### src/rtl/rll_key_loader_if.sv
// Key-loader control/status bundle shared by the key source (master) and the loader (slave).
interface rll_key_loader_if #(
    parameter int KEY_W = 32
);
    logic             start;
    logic             clear;
    logic             sdi;
    logic             sdi_valid;
    logic             busy;
    logic             done;
    logic             lock_err;
    logic             key_valid;
    logic [KEY_W-1:0] key_out;

    modport master (
        output start, clear, sdi, sdi_valid,
        input  busy, done, lock_err, key_valid, key_out
    );

    modport slave (
        input  start, clear, sdi, sdi_valid,
        output busy, done, lock_err, key_valid, key_out
    );
endinterface

### src/rtl/rll_key_loader.sv
// Serial key loader for RLL-locked netlists: shifts in KEY_W bits MSB first plus an even-parity bit,
// then commits the key to a held parallel register. Optional macro RLL_KEY_ZEROIZE_EN wipes the key on parity failure.
module rll_key_loader #(
    parameter int KEY_W = 32,
    parameter int CNT_W = 6
) (
    input  logic            clk,
    input  logic            rst,
    rll_key_loader_if.slave bus
);

    typedef enum logic [1:0] {
        ST_IDLE   = 2'b00,
        ST_SHIFT  = 2'b01,
        ST_PARITY = 2'b10
    } state_t;

    localparam logic [CNT_W-1:0] LAST_BIT = CNT_W'(KEY_W - 1);
    localparam logic [CNT_W-1:0] CNT_ONE  = CNT_W'(1);

    state_t             r_state;
    state_t             w_state_nxt;
    logic [KEY_W-1:0]   r_shadow;
    logic [KEY_W-1:0]   w_shadow_nxt;
    logic [KEY_W-1:0]   r_key;
    logic [KEY_W-1:0]   w_key_nxt;
    logic [CNT_W-1:0]   r_cnt;
    logic [CNT_W-1:0]   w_cnt_nxt;
    logic               r_key_valid;
    logic               w_key_valid_nxt;
    logic               r_done;
    logic               w_done_nxt;
    logic               r_lock_err;
    logic               w_lock_err_nxt;
    logic               r_busy;
    logic               w_par_err;

    // Nonzero when the key bits plus the trailing parity bit have odd weight.
    function automatic logic even_par_err(input logic [KEY_W-1:0] data, input logic par_bit);
        return (^data) ^ par_bit;
    endfunction

    assign w_par_err = even_par_err(r_shadow, bus.sdi);

    // Next-state and datapath update; clear overrides every state-specific action.
    always_comb begin
        w_state_nxt     = r_state;
        w_shadow_nxt    = r_shadow;
        w_key_nxt       = r_key;
        w_cnt_nxt       = r_cnt;
        w_key_valid_nxt = r_key_valid;
        w_lock_err_nxt  = r_lock_err;
        w_done_nxt      = 1'b0;

        if (bus.clear) begin
            w_state_nxt     = ST_IDLE;
            w_shadow_nxt    = {KEY_W{1'b0}};
            w_key_nxt       = {KEY_W{1'b0}};
            w_cnt_nxt       = {CNT_W{1'b0}};
            w_key_valid_nxt = 1'b0;
            w_lock_err_nxt  = 1'b0;
        end else begin
            case (r_state)
                ST_IDLE: begin
                    if (bus.start) begin
                        w_state_nxt     = ST_SHIFT;
                        w_cnt_nxt       = {CNT_W{1'b0}};
                        w_shadow_nxt    = {KEY_W{1'b0}};
                        w_key_valid_nxt = 1'b0;
                        w_lock_err_nxt  = 1'b0;
                    end else begin
                        w_state_nxt = ST_IDLE;
                    end
                end
                ST_SHIFT: begin
                    if (bus.sdi_valid) begin
                        w_shadow_nxt = {r_shadow[KEY_W-2:0], bus.sdi};
                        w_cnt_nxt    = r_cnt + CNT_ONE;
                        if (r_cnt == LAST_BIT) begin
                            w_state_nxt = ST_PARITY;
                        end else begin
                            w_state_nxt = ST_SHIFT;
                        end
                    end else begin
                        w_state_nxt = ST_SHIFT;
                    end
                end
                ST_PARITY: begin
                    if (bus.sdi_valid) begin
                        w_state_nxt = ST_IDLE;
                        if (!w_par_err) begin
                            w_key_nxt       = r_shadow;
                            w_key_valid_nxt = 1'b1;
                            w_done_nxt      = 1'b1;
                        end else begin
                            w_lock_err_nxt = 1'b1;
`ifdef RLL_KEY_ZEROIZE_EN
                            w_key_nxt    = {KEY_W{1'b0}};
                            w_shadow_nxt = {KEY_W{1'b0}};
`else
                            w_key_nxt    = r_key;
`endif
                        end
                    end else begin
                        w_state_nxt = ST_PARITY;
                    end
                end
                default: begin
                    w_state_nxt = ST_IDLE;
                end
            endcase
        end
    end

    // State register.
    always_ff @(posedge clk) begin
        if (rst) begin
            r_state <= ST_IDLE;
        end else begin
            r_state <= w_state_nxt;
        end
    end

    // Datapath and status registers; busy tracks the registered state exactly.
    always_ff @(posedge clk) begin
        if (rst) begin
            r_shadow    <= {KEY_W{1'b0}};
            r_key       <= {KEY_W{1'b0}};
            r_cnt       <= {CNT_W{1'b0}};
            r_key_valid <= 1'b0;
            r_lock_err  <= 1'b0;
            r_done      <= 1'b0;
            r_busy      <= 1'b0;
        end else begin
            r_shadow    <= w_shadow_nxt;
            r_key       <= w_key_nxt;
            r_cnt       <= w_cnt_nxt;
            r_key_valid <= w_key_valid_nxt;
            r_lock_err  <= w_lock_err_nxt;
            r_done      <= w_done_nxt;
            r_busy      <= (w_state_nxt != ST_IDLE);
        end
    end

    assign bus.busy      = r_busy;
    assign bus.done      = r_done;
    assign bus.lock_err  = r_lock_err;
    assign bus.key_valid = r_key_valid;
    assign bus.key_out   = r_key;

endmodule
### src/flat_wrapper.sv
// flat-port wrapper written by rule: the top's interface ports become plain ports
module rll_key_loader_flat 
#(
    parameter int KEY_W = 32,
    parameter int CNT_W = 6
)
  (clk, rst, bus_start, bus_clear, bus_sdi, bus_sdi_valid, bus_busy, bus_done, bus_lock_err, bus_key_valid, bus_key_out);
  rll_key_loader_if #(.KEY_W(KEY_W)) bus_i ();
  input  logic clk;
  input  logic rst;
  input wire logic [$bits(bus_i.start)-1:0] bus_start;
  input wire logic [$bits(bus_i.clear)-1:0] bus_clear;
  input wire logic [$bits(bus_i.sdi)-1:0] bus_sdi;
  input wire logic [$bits(bus_i.sdi_valid)-1:0] bus_sdi_valid;
  output wire logic [$bits(bus_i.busy)-1:0] bus_busy;
  output wire logic [$bits(bus_i.done)-1:0] bus_done;
  output wire logic [$bits(bus_i.lock_err)-1:0] bus_lock_err;
  output wire logic [$bits(bus_i.key_valid)-1:0] bus_key_valid;
  output wire logic [$bits(bus_i.key_out)-1:0] bus_key_out;
  assign bus_i.start = bus_start;
  assign bus_i.clear = bus_clear;
  assign bus_i.sdi = bus_sdi;
  assign bus_i.sdi_valid = bus_sdi_valid;
  assign bus_busy = bus_i.busy;
  assign bus_done = bus_i.done;
  assign bus_lock_err = bus_i.lock_err;
  assign bus_key_valid = bus_i.key_valid;
  assign bus_key_out = bus_i.key_out;
  rll_key_loader #(.KEY_W(KEY_W), .CNT_W(CNT_W)) u_core (.clk(clk), .rst(rst), .bus(bus_i));
endmodule
### config.mk
export PLATFORM = sky130hd
export DESIGN_NAME = rll_key_loader_flat
export DESIGN_NICKNAME = d
export VERILOG_FILES = /design/src/rtl/rll_key_loader_if.sv /design/src/rtl/rll_key_loader.sv /design/src/flat_wrapper.sv
export SDC_FILE = /design/constraint.sdc
export NUM_CORES = 1
export LEC_CHECK = 0
export ABC_AREA = 1
export ABC_CLOCK_PERIOD_IN_PS = 1800
export CAP_MARGIN = 20
export CORE_AREA = 2 2 88 90
export DETAILED_ROUTE_END_ITERATION = 7
export DIE_AREA = 0 0 90 92
export PLACE_DENSITY = 0.74
export SLEW_MARGIN = 40
export SYNTH_ARGS = -nofsm -noshare
export SYNTH_HDL_FRONTEND = slang
export SYNTH_SLANG_ARGS = --single-unit
### constraint.sdc
create_clock -name clk -period 1.8 [get_ports clk]
set_input_delay 0.45 -clock clk [delete_from_list [all_inputs] [get_ports clk]]
set_output_delay 0.45 -clock clk [all_outputs]
set_load 0.05 [all_outputs]
==> impl_metrics.csv <==
group,metric,value,unit
detailed_routing,via_per_inst,5.15,
floorplan,core,7450,um2
yosys,yosys_warnings,0,
clock_tree,clk_pin_slew,80,ps
worst_setup_path,cp.arrival,2230,ps
clock_tree,cts_hold_buf,0,
floorplan,io_pins,42,
worst_hold_path,hp-start,"u_core.r_cnt[5]",
detailed_routing,wl_per_cell,13.3,um
worst_setup_path,slowest_delay,370,ps
sta,slew_viol_final,0,
floorplan,start_util,47.6,%
worst_setup_path,path_cells,"nand2_2, inv_2, nor2_2, nand2_1, nand3_2, nand2_2, nand2_2, nand2_2, nand2_2, nand2_2, nand2_4, nand2_8, nand2_8, clkbuf_16, nand2_2, a21oi_2",
run_status,violations,"setup timing",
worst_hold_path,hold_class,"reg -> reg",
power_and_ir_drop,p_leak,1.98,nW
sta,setup_viol,35,
detailed_routing,routed_wl,9.00,mm
worst_setup_path,crit_family,"simple AND/OR/NAND/NOR gates",
finish,instances_no_fill,677,
placement,hpwl,5.59,mm
clock_tree,root_buffer,"clkbuf_8",
placement,dp_cells,656,
run_status,status,"complete, but fails checks",
power_and_ir_drop,p_comb_share,22.1,%
floorplan,die_y,92,um
sta,period_needed,1930,ps
worst_setup_path,end_kind,"flop",
power_and_ir_drop,power.internal,2.64,mW
yosys,syn_avg_cell_area,7.01,um2
clock_tree,cts_max_path_buffers,2,
global_routing,grt_overflow_total,0,
global_routing,grt_max_degree,35,
clock_tree,numCtsBuffers,9,
finish,area_growth_syn_to_layout,33.8,%
sta,fin_crit_sh,107,%
placement,gp_congestion,0.876,
power_and_ir_drop,switchingPower,1.16,mW
power_and_ir_drop,power.density,800,nW/um2
placement,port_buffers,41,
power_and_ir_drop,seqPwrFrac,46.2,%
sta,rsz0062_at_grt,"true",
global_routing,grtUsageTotal,20.8,%
sta,setup_ws,-134,ps
sta,worst_pin_slew,383,ps
worst_setup_path,crit_type,"reg -> reg",
power_and_ir_drop,max-vdd-ir-drop,502,uV
global_routing,antenna_found_initial,0,
finish,num-nets-final,577,
worst_setup_path,cp_max_fo,6,
power_and_ir_drop,pwr-share-clk,31.7,%
worst_setup_path,worstReg2RegEnd,"u_core.bus.key_out[0]",
floorplan,die_w,90,um
worst_hold_path,hold_depth,1,
worst_setup_path,slowest_stage,"dfxtp_4",
worst_setup_path,crit_cells,16,
worst_setup_path,path_common_cell,"nand2_2",
detailed_routing,drt_pass1_iterations,4,
sta,max-slew-margin-rel,74.5,%
clock_tree,cts_tree,"yes",
sta,skew,9.01,ps
worst_setup_path,critPathBufInv,2,
yosys,syn-cell-area,3550,um2
floorplan,die-area,8280,um2
yosys,synth_nets,513,
worst_setup_path,reg2reg_depth,16,
global_routing,grt_pass1_wl,14.3,mm
yosys,ys_types,25,
power_and_ir_drop,p_sw_share,30.5,%
clock_tree,cts_sinks,76,
sta,hold_viol_final,0,
worst_setup_path,rrSetupSlack,-130,ps
worst_hold_path,hold_end,"u_core.r_cnt[5]",
worst_setup_path,r2r-start,"u_core.r_shadow[26]",
detailed_routing,drcViolationCount,0,
yosys,synth_seq_cells,76,
placement,pre_cts_slack,-451,ps
clock_tree,htreeDepth,3,
worst_setup_path,startpoint_type,"flop",
finish,drive_above_1_share,30.1,%
yosys,netlist_instances,506,
sta,max_freq,517,MHz
detailed_routing,ant_nets,0,
job,drv_cap,0,
detailed_routing,num_vias,3485,
global_routing,grt_pass1_vias,3220,
yosys,synth_seq_area_share,42.9,%
finish,n_fill_cell,654,
detailed_routing,drt-initial-drc-count,211,
clock_tree,clk_latency,360,ps
finish,antenna_cells,0,
floorplan,rows,32,
worst_setup_path,required,2090,ps
==> what timing repair did <==
action                     4_1_cts  5_1_grt
setup endpoints to repair       34       35
buffers inserted                 0        1
pin swaps                        0       13
gates cloned                     1        3
resized for setup                8       91
==> kinds of logic (layout without fill, tap and decap cells) <==
group | Yosys count | count (layout) | share of synthesized area, %
XOR/XNOR | 15 | 15 | 3.71
AO/OA/AOI/OAI | 110 | 110 | 17.2
adder cells (fa/ha/maj) | 1 | 1 | 0.353
flip-flops | 76 | 76 | 42.9
buffers and inverters | 65 | 134 | 8.22
AND/OR/NAND/NOR | 239 | 239 | 27.6
==> cells in the final DEF, fill, tap and decap left out, types with 6 or more instances in the layout <==
master	netlist	routed
inv_1	37	29
a211oi_1	19	19
a21oi_2	0	11
a21oi_1	71	60
clkbuf_8	0	11
nand2_1	158	144
nor2_1	33	29
dfxtp_4	0	10
nand3_1	39	35
dfxtp_1	76	50
buf_4	0	60
nand2_2	2	14
inv_2	2	10
dfxtp_2	0	16
buf_12	0	6
o21ai_0	16	16
==> stage by stage <==
step | area [um2] | power (mW) | hold WS (ps) | TNS [ps] | utilization (%)
5_1_grt | 4750 | 3.99 | 484 | -7780 | 63.7
4_1_cts | 4400 | 3.64 | 459 | 0 | 59.0
2_1_floorplan | 3550 | 2.26 | 423 | 0 | -
3_5_place_dp | 4180 | 2.40 | 449 | -16440 | 56.1
6_report | 4750 | 3.80 | 456 | -3270 | 63.7
3_3_place_gp | 4180 | 2.39 | 439 | -13930 | 56.1
==> worst register-to-register path, cell delays in order (launching register included) <==
cell and delay [ps]:
dfxtp_4 370, nand2_2 90, inv_2 40, nor2_2 120, nand2_1 100, nand3_2 100, nand2_2 60, nand2_2 90
nand2_2 60, nand2_2 100, nand2_2 80, nand2_4 90, nand2_8 90, nand2_8 140, clkbuf_16 160, nand2_2 60
a21oi_2 120
==> metal layers <==
layer | up-vias | global-route usage, % | routed length [um]
li1 | 1781 | - | -
met1 | 1617 | 24.9 | 3860
met2 | 72 | 37.1 | 4680
met3 | 15 | 4.03 | 340
met4 | 0 | 7.82 | 119
met5 | - | 0 | 0
==> synthesized netlist by cell type <==
master    instances  area, um2
o311a_1           1       10.0
nand3_2           1       10.0
inv_1            37        139
o21a_1            1       7.51
nor3_1            2       10.0
nand2_4           2       22.5
buf_2             2       10.0
nand2_2           2       12.5
ha_1              1       12.5
a21o_1            1       7.51
nand4_1           1       6.26
buf_6             6       67.6
xnor2_1           8       70.1
a211oi_1         19        143
o22ai_1           1       6.26
dfxtp_1          76       1520
inv_2             2       7.51
nor2_2            1       6.26
nor2_1           33        124
o21ai_0          16       80.1
xor2_1            7       61.3
clkbuf_1         18       67.6
nand2_1         158        593
a21oi_1          71        355
nand3_1          39        195
==> flip-flops by register name, indices dropped and copies added (netlist names) <==
register,flops
u_core.bus.busy,1
u_core.bus.key_out,32
u_core.bus.done,1
u_core.bus.lock_err,1
u_core.r_cnt,6
u_core.r_shadow,32
u_core.r_state,2
u_core.bus.key_valid,1
==> cell type report <==
cell class              count  area (um2)  area share (%)
clock buffers              13         159            3.35
clock inverters             3        21.3           0.448
inverters                  39         146            3.08
multi-input cells         365        1950            41.2
flip-flops and latches     76        1580            33.3
well taps                 102         128            2.69
repair buffers             79         758            16.0
==> worst max-delay path by stage <==
stage	end	start
2_1_floorplan	u_core.bus.key_out[10]	u_core.r_shadow[27]
3_3_place_gp	u_core.bus.key_out[10]	bus_sdi
3_5_place_dp	u_core.bus.key_out[9]	bus_sdi
4_1_cts	u_core.bus.key_out[1]	u_core.r_shadow[6]
5_1_grt	u_core.bus.key_out[15]	bus_sdi
6_report	u_core.bus.key_out[0]	u_core.r_shadow[26]
==> power groups by stage <==
| stage | Sequential, mW | Clock, mW | Combinational, mW |
|---|---|---|---|
| after global routing | 1.76 | 1.31 | 0.921 |
| after floorplan | 1.79 | 0 | 0.469 |
| final | 1.75 | 1.20 | 0.841 |
| after detailed placement | 1.79 | 0 | 0.613 |
| after global placement | 1.79 | 0 | 0.598 |
| after CTS | 1.75 | 1.22 | 0.663 |
Note: power is estimated with default switching activity, not from simulation.
